`src/rtl/i2s_pkg.sv`:
```
// Shared definitions for the I2S transmitter/receiver family: default frame
// geometry, the counter-width helper and the word-clock channel encoding.
package i2s_pkg;

    // Default sample width and bit clocks per half-frame
    localparam int DEF_BITSIZE = 24;
    localparam int DEF_SLOT    = 24;

    // Word-clock level for each channel; the receiver decodes with the same values
    typedef enum logic {
        LEFT  = 1'b0,
        RIGHT = 1'b1
    } chan_e;

    // Width of a counter that spans one full stereo frame (2*slot bit clocks)
    function automatic int cnt_width(input int slot);
        return $clog2(2 * slot);
    endfunction

endpackage

```
`src/rtl/i2s_frame_gen.sv`:
```
// Frame timing for an I2S clock master. A free-running counter walks through
// one stereo frame of 2*SLOT bit clocks. The module produces the registered
// word clock and frame_start pulse, and it decodes which channel and bit
// position belong to the serial-data bit registered on the coming edge.
module i2s_frame_gen
    import i2s_pkg::*;
#(
    parameter int  SLOT = DEF_SLOT,
    localparam int CW   = cnt_width(SLOT)
) (
    input  logic          sclk,
    input  logic          rst,
    output logic          lrclk,
    output logic          frame_start,
    output logic          load_edge,
    output chan_e         next_chan,
    output logic [CW-1:0] next_bit
);

    localparam logic [CW-1:0] SLOT_C = CW'(SLOT);
    localparam logic [CW-1:0] LAST_C = CW'(2 * SLOT - 1);

    logic [CW-1:0] cnt_q, cnt_d;
    chan_e         lr_q, lr_d;
    logic          fs_q, fs_d;

    // Next counter value, and the word clock and frame pulse that belong with it
    always_comb begin
        cnt_d = (cnt_q == LAST_C) ? '0 : cnt_q + CW'(1);
        lr_d  = (cnt_d < SLOT_C) ? LEFT : RIGHT;
        fs_d  = (cnt_q == '0);
    end

    // Frame counter, word clock and frame-start pulse registers
    always_ff @(posedge sclk or posedge rst) begin
        if (rst) begin
            cnt_q <= '0;
            lr_q  <= LEFT;
            fs_q  <= 1'b0;
        end else begin
            cnt_q <= cnt_d;
            lr_q  <= lr_d;
            fs_q  <= fs_d;
        end
    end

    // The bit shown during counter value c sits at position (c-1) mod 2*SLOT.
    // That position equals the current counter value, so it is decoded
    // directly from cnt_q, one edge ahead of the register that holds the bit.
    always_comb begin
        load_edge = (cnt_q == '0);
        if (cnt_q < SLOT_C) begin
            next_chan = LEFT;
            next_bit  = cnt_q;
        end else begin
            next_chan = RIGHT;
            next_bit  = cnt_q - SLOT_C;
        end
    end

    assign lrclk       = lr_q;
    assign frame_start = fs_q;

endmodule

```
`src/rtl/i2s_tx.sv`:
```
// I2S master transmitter. Stereo pairs are accepted over valid/ready into a
// holding buffer. At the start of each frame the pair moves into the shift
// pair, which is then serialised MSB first with the usual one-bit delay after
// every word-clock edge. A frame that starts with an empty holding buffer is
// sent as zeros and flagged with an underrun pulse.
module i2s_tx
    import i2s_pkg::*;
#(
    parameter int BITSIZE = DEF_BITSIZE,
    parameter int SLOT    = DEF_SLOT
) (
    input  logic               sclk,
    input  logic               rst,
    input  logic [BITSIZE-1:0] left_in,
    input  logic [BITSIZE-1:0] right_in,
    input  logic               sample_valid,
    output logic               sample_ready,
    output logic               lrclk,
    output logic               sdata,
    output logic               frame_start,
    output logic               underrun
);

    localparam int            CW     = cnt_width(SLOT);
    localparam logic [CW-1:0] BITS_C = CW'(BITSIZE);

    logic          load_edge;
    chan_e         next_chan;
    logic [CW-1:0] next_bit;

    logic [BITSIZE-1:0] hold_l_q, hold_l_d;
    logic [BITSIZE-1:0] hold_r_q, hold_r_d;
    logic               hold_full_q, hold_full_d;
    logic [BITSIZE-1:0] shl_q, shl_d;
    logic [BITSIZE-1:0] shr_q, shr_d;
    logic               sdata_q, sdata_d;
    logic               underrun_q, underrun_d;
    logic               accept;
    logic [BITSIZE-1:0] out_word;
    logic [BITSIZE-1:0] out_shifted;

    i2s_frame_gen #(
        .SLOT(SLOT)
    ) u_frame_gen (
        .sclk        (sclk),
        .rst         (rst),
        .lrclk       (lrclk),
        .frame_start (frame_start),
        .load_edge   (load_edge),
        .next_chan   (next_chan),
        .next_bit    (next_bit)
    );

    // Handshake into the holding pair, and the frame-start transfer into the
    // shift pair. An accept needs an empty holding buffer, so it never
    // collides with a transfer out of a full one. A pair accepted on the
    // transfer edge itself waits for the following frame.
    always_comb begin
        accept      = sample_valid && !hold_full_q;
        hold_l_d    = hold_l_q;
        hold_r_d    = hold_r_q;
        hold_full_d = hold_full_q;
        shl_d       = shl_q;
        shr_d       = shr_q;
        underrun_d  = 1'b0;
        if (load_edge) begin
            if (hold_full_q) begin
                shl_d       = hold_l_q;
                shr_d       = hold_r_q;
                hold_full_d = 1'b0;
            end else begin
                shl_d      = '0;
                shr_d      = '0;
                underrun_d = 1'b1;
            end
        end
        if (accept) begin
            hold_l_d    = left_in;
            hold_r_d    = right_in;
            hold_full_d = 1'b1;
        end
    end

    // Choose the serial bit for the coming cycle. The word is read after any
    // transfer on this edge, so the left MSB goes out in the same cycle the
    // new pair lands. The right word changes only on the transfer edge, after
    // its LSB has already been registered.
    always_comb begin
        out_word    = (next_chan == LEFT) ? shl_d : shr_d;
        out_shifted = out_word << next_bit;
        sdata_d     = (next_bit < BITS_C) ? out_shifted[BITSIZE-1] : 1'b0;
    end

    // Buffer, shift-pair and serial-output registers
    always_ff @(posedge sclk or posedge rst) begin
        if (rst) begin
            hold_l_q    <= '0;
            hold_r_q    <= '0;
            hold_full_q <= 1'b0;
            shl_q       <= '0;
            shr_q       <= '0;
            sdata_q     <= 1'b0;
            underrun_q  <= 1'b0;
        end else begin
            hold_l_q    <= hold_l_d;
            hold_r_q    <= hold_r_d;
            hold_full_q <= hold_full_d;
            shl_q       <= shl_d;
            shr_q       <= shr_d;
            sdata_q     <= sdata_d;
            underrun_q  <= underrun_d;
        end
    end

    assign sample_ready = !hold_full_q;
    assign sdata        = sdata_q;
    assign underrun     = underrun_q;

endmodule

```
`config.mk`:
```
export PLATFORM = sky130hd
export DESIGN_NAME = i2s_tx
export DESIGN_NICKNAME = d
export VERILOG_FILES = /design/src/rtl/i2s_pkg.sv /design/src/rtl/i2s_frame_gen.sv /design/src/rtl/i2s_tx.sv
export SDC_FILE = /design/constraint.sdc
export NUM_CORES = 1
export LEC_CHECK = 0
export ABC_AREA = 1
export CORE_MARGIN = 2
export CORE_UTILIZATION = 45
export CTS_BUF_LIST = sky130_fd_sc_hd__clkbuf_8
export DETAILED_ROUTE_END_ITERATION = 10
export DONT_BUFFER_PORTS = 1
export GPL_ROUTABILITY_DRIVEN = 0
export HOLD_SLACK_MARGIN = 0.05
export PLACE_DENSITY = 0.63
export SLEW_MARGIN = 0
export SYNTH_ARGS = -nofsm -noshare
export SYNTH_HDL_FRONTEND = slang
export SYNTH_SLANG_ARGS = --single-unit
```
`constraint.sdc`:
```
create_clock -name sclk -period 3.5 [get_ports sclk]
set_clock_uncertainty 0.2 [all_clocks]
set_input_delay 0.525 -clock sclk [delete_from_list [all_inputs] [get_ports sclk]]
set_output_delay 0.525 -clock sclk [all_outputs]
set_load 0.05 [all_outputs]
```
==> key figures <==
Floorplan
  • Chip Width: approximately 110 um
  • Core Box Area: between 0.01 and 0.015 mm^2
  • Die ar.: 0.0119 mm^2
  • Row Count: 38
  • Die Y: between 100 and 150 um
  • Boundary Pins: between 50 and 60
  • Initial Util: a little under half

Placement
  • Port Buf Inserts: 0
  • Post-DP HPWL: between 6000 and 7000 um
  • Dpl cell area: between 0.005 and 0.006 mm^2

Worst setup path
  • Crit Path Class: reg -> reg
  • Critical Path Source Type: flop
  • Arrival time worst endpoint: ~3 ns
  • Data required time of the worst path: 3.60 ns
  • Worst Setup End Kind: flop
  • CP max FO: 32
  • R2r worst-path depth: 14

Clocking
  • Cts repair resizes: 0
  • Total CTS buffers: 9
  • Clock sinks: 107
  • H-tree depth: 3
  • Clock Latency Late Sink: ~0.37 ns
  • CTS Buffer Depth: 2
  • Reg clk slew, reported paths: 0.09 ns
  • CTS tree: built
  • Root buf cell: clkbuf_8

Synth
  • Synthesized flop and latch total: 107
  • Cells after Synth: around 530
  • Syn avg cell area: roughly 9.4 um^2
  • Synth Warn #: 0
  • Yosys cell types: 27
  • Register area share after synthesis: a little over half
  • Post-Syn Area: approximately 0.0050 mm^2
  • Synthesized net count: between 500 and 600

Outcome
  • Status: complete, no violations

Layout
  • N_diodes: 0
  • Design Area, Final: roughly 0.0053 mm^2
  • Commonest non-fill, non-tap cells in the layout: 165 x nand2_1, 107 x dfrtp_1, 73 x nand3_1
  • # nets final: 577
  • # fillers: 1001
  • Commonest non-fill, non-tap cell in the layout: nand2_1
  • Area growth from synthesis to layout: 6.26%
  • Layout cell share with drive strength beyond 1: about 16%

Timing
  • Fin crit period: between 2 and 3 ns
  • RSZ-0062 raised after global routing: no
  • Final Setup Violations: 0
  • Slew Viols, Final: 0
  • Least-Margin Pin Slew: a little under 0.9 ns
  • Final Hold Viols: 0
  • Slew HR: around two fifths
  • Setup TNS Final: 0 ns
  • Final Cycle Share: ~80%
  • F_max: around 350 MHz

GRT
  • Largest net degree at the start of global routing: 50
  • Initial antenna violation count: 0
  • GRT overflow: 0
  • Gr usage total: between 10% and 20%
  • First-pass GRT wire length: 16400 um
  • Vias in the first global route: around 3500

Power
  • Part of the power in registers: 56.2%
  • Comb pwr share: between 10% and 20%
  • Psw: between 0.8 and 0.9 mW
  • Clock Power Share: around 25%
  • Power Dens Cells: 608 mW/mm^2
  • Sw Ratio: about 28%
  • Internal Power: about 2.3 mW
  • Peak VDD IR: between 0.0003 and 0.0004 V
  • Leakage: around 2.7 nW

Route
  • Post-DR vias/cell: about 5.2
  • Detailed-route via count: ~3500
  • TritonRoute pass-1 iters: 5
  • DRC: 0
  • DRT iter0 DRCs: around 160
  • Post-Route WL: between 9000 and 10000 um
  • WL per Instance: between 10 and 15 um
  • Post-route ant nets: 0

Worst hold path
  • Hold Path Stages: 1
  • Worst min path class: in -> reg

Run
  • Max Cap Viol: 0
critical path: stages, from the launching register on:
cell	delay [ns]
dfrtp_1	0.52
clkinv_1	0.30
ha_1	0.36
nand3_4	0.25
buf_4	0.35
nand2_1	0.08
o21ai_1	0.11
nand2_1	0.07
nand2_1	0.08
nand2_1	0.05
nand3_1	0.07
nand3_1	0.07
nand3_1	0.07
nand3_1	0.07
a21oi_1	0.14
power by group through the flow:
stage / clock network, mW / logic, mW / registers (mW)
2_1_floorplan: 0 / 0.509 / 1.78
3_5_place_dp: 0 / 0.613 / 1.84
4_1_cts: 0.819 / 0.618 / 1.81
6_report: 0.798 / 0.610 / 1.81
5_1_grt: 0.863 / 0.703 / 1.85
3_3_place_gp: 0 / 0.595 / 1.82
area by class of cell:
class                   instances  area [um^2]  share of cell area, %
flip-flops and latches        107         2680                   50.7
multi-input cells             344         1930                   36.6
inverters                      50          191                   3.62
well taps                     140          175                   3.31
clock buffers                   9          124                   2.34
repair buffers                 11         97.6                   1.85
clock inverters                 7         85.1                   1.61
repair_timing:
item                                   4_1_cts  5_1_grt
hold buffers                                 1        0
buffers inserted                             0        0
endpoints found under the hold margin       38        0
per-stage QoR:
step	hold slack [ns]	worst slack [ns]	util, %	cells	power (mW)
finish	0.0970	0.630	49.0	668	3.21
global route	0.0802	0.318	49.0	668	3.42
CTS	0.0856	0.635	49.0	668	3.25
detailed placement	0.262	0.668	46.9	651	2.45
global placement	0.259	0.735	46.9	651	2.42
floorplan	0.243	1.23	-	529	2.29
state kept, by name, indices dropped and copies added, names as in the netlist:
| signal | cells |
|---|---|
| shr_q | 24 |
| hold_full_q | 1 |
| hold_l_q | 24 |
| u_frame_gen.lrclk | 1 |
| sdata | 1 |
| shl_q | 24 |
| hold_r_q | 24 |
| u_frame_gen.frame_start | 1 |
| underrun | 1 |
| u_frame_gen.cnt_q | 6 |
synthesized netlist by cell type:
master	n	share of area, %
nor2_1	4	0.30
ha_1	3	0.75
buf_6	6	1.4
nand4_1	6	0.75
dfrtp_1	107	54
buf_2	12	1.2
o21ai_1	6	0.60
nand3_1	73	7.3
nor2_4	2	0.45
inv_1	48	3.6
buf_4	3	0.45
nand3_4	1	0.35
o21a_1	8	1.2
clkbuf_1	7	0.53
nor3_1	2	0.20
nor2_2	1	0.13
inv_2	1	0.075
nor2_8	1	0.40
o211ai_1	4	0.60
xor2_1	2	0.35
a21oi_1	4	0.40
o21ai_2	3	0.53
nand2_1	166	13
a21o_1	1	0.15
mux2_2	48	11
o21ai_0	9	0.91
clkinv_1	1	0.075
final timing paths:
path | startpoint | endpoint | slack (ns)
min in group asynchronous | rst | hold_r_q[14] | 0.61
max | u_frame_gen.cnt_q[1] | sdata | 0.63
min reg2reg | shr_q[5] | shr_q[5] | 0.28
max reg2reg | u_frame_gen.cnt_q[1] | sdata | 0.63
max in group asynchronous | rst | u_frame_gen.cnt_q[0] | 1.74
min | right_in[4] | hold_r_q[4] | 0.1
kinds of logic after synthesis:
kind of cell    share of synthesized area, %
xor+xnor                               0.352
fa+ha+maj                              0.755
flops                                   53.8
simple gates                            22.5
mux                                     10.9
buf+inv                                 7.32
compound gates                          4.40
per-layer routing:
metal,share of wire [%],up-vias,track usage (%)
li1,-,1697,-
met3,4.2,18,4.24
met5,0,-,0
met4,2.4,0,7.78
met2,49,79,28.3
met1,44,1677,22.7
No activity file was read; power rests on OpenSTA's default activity.
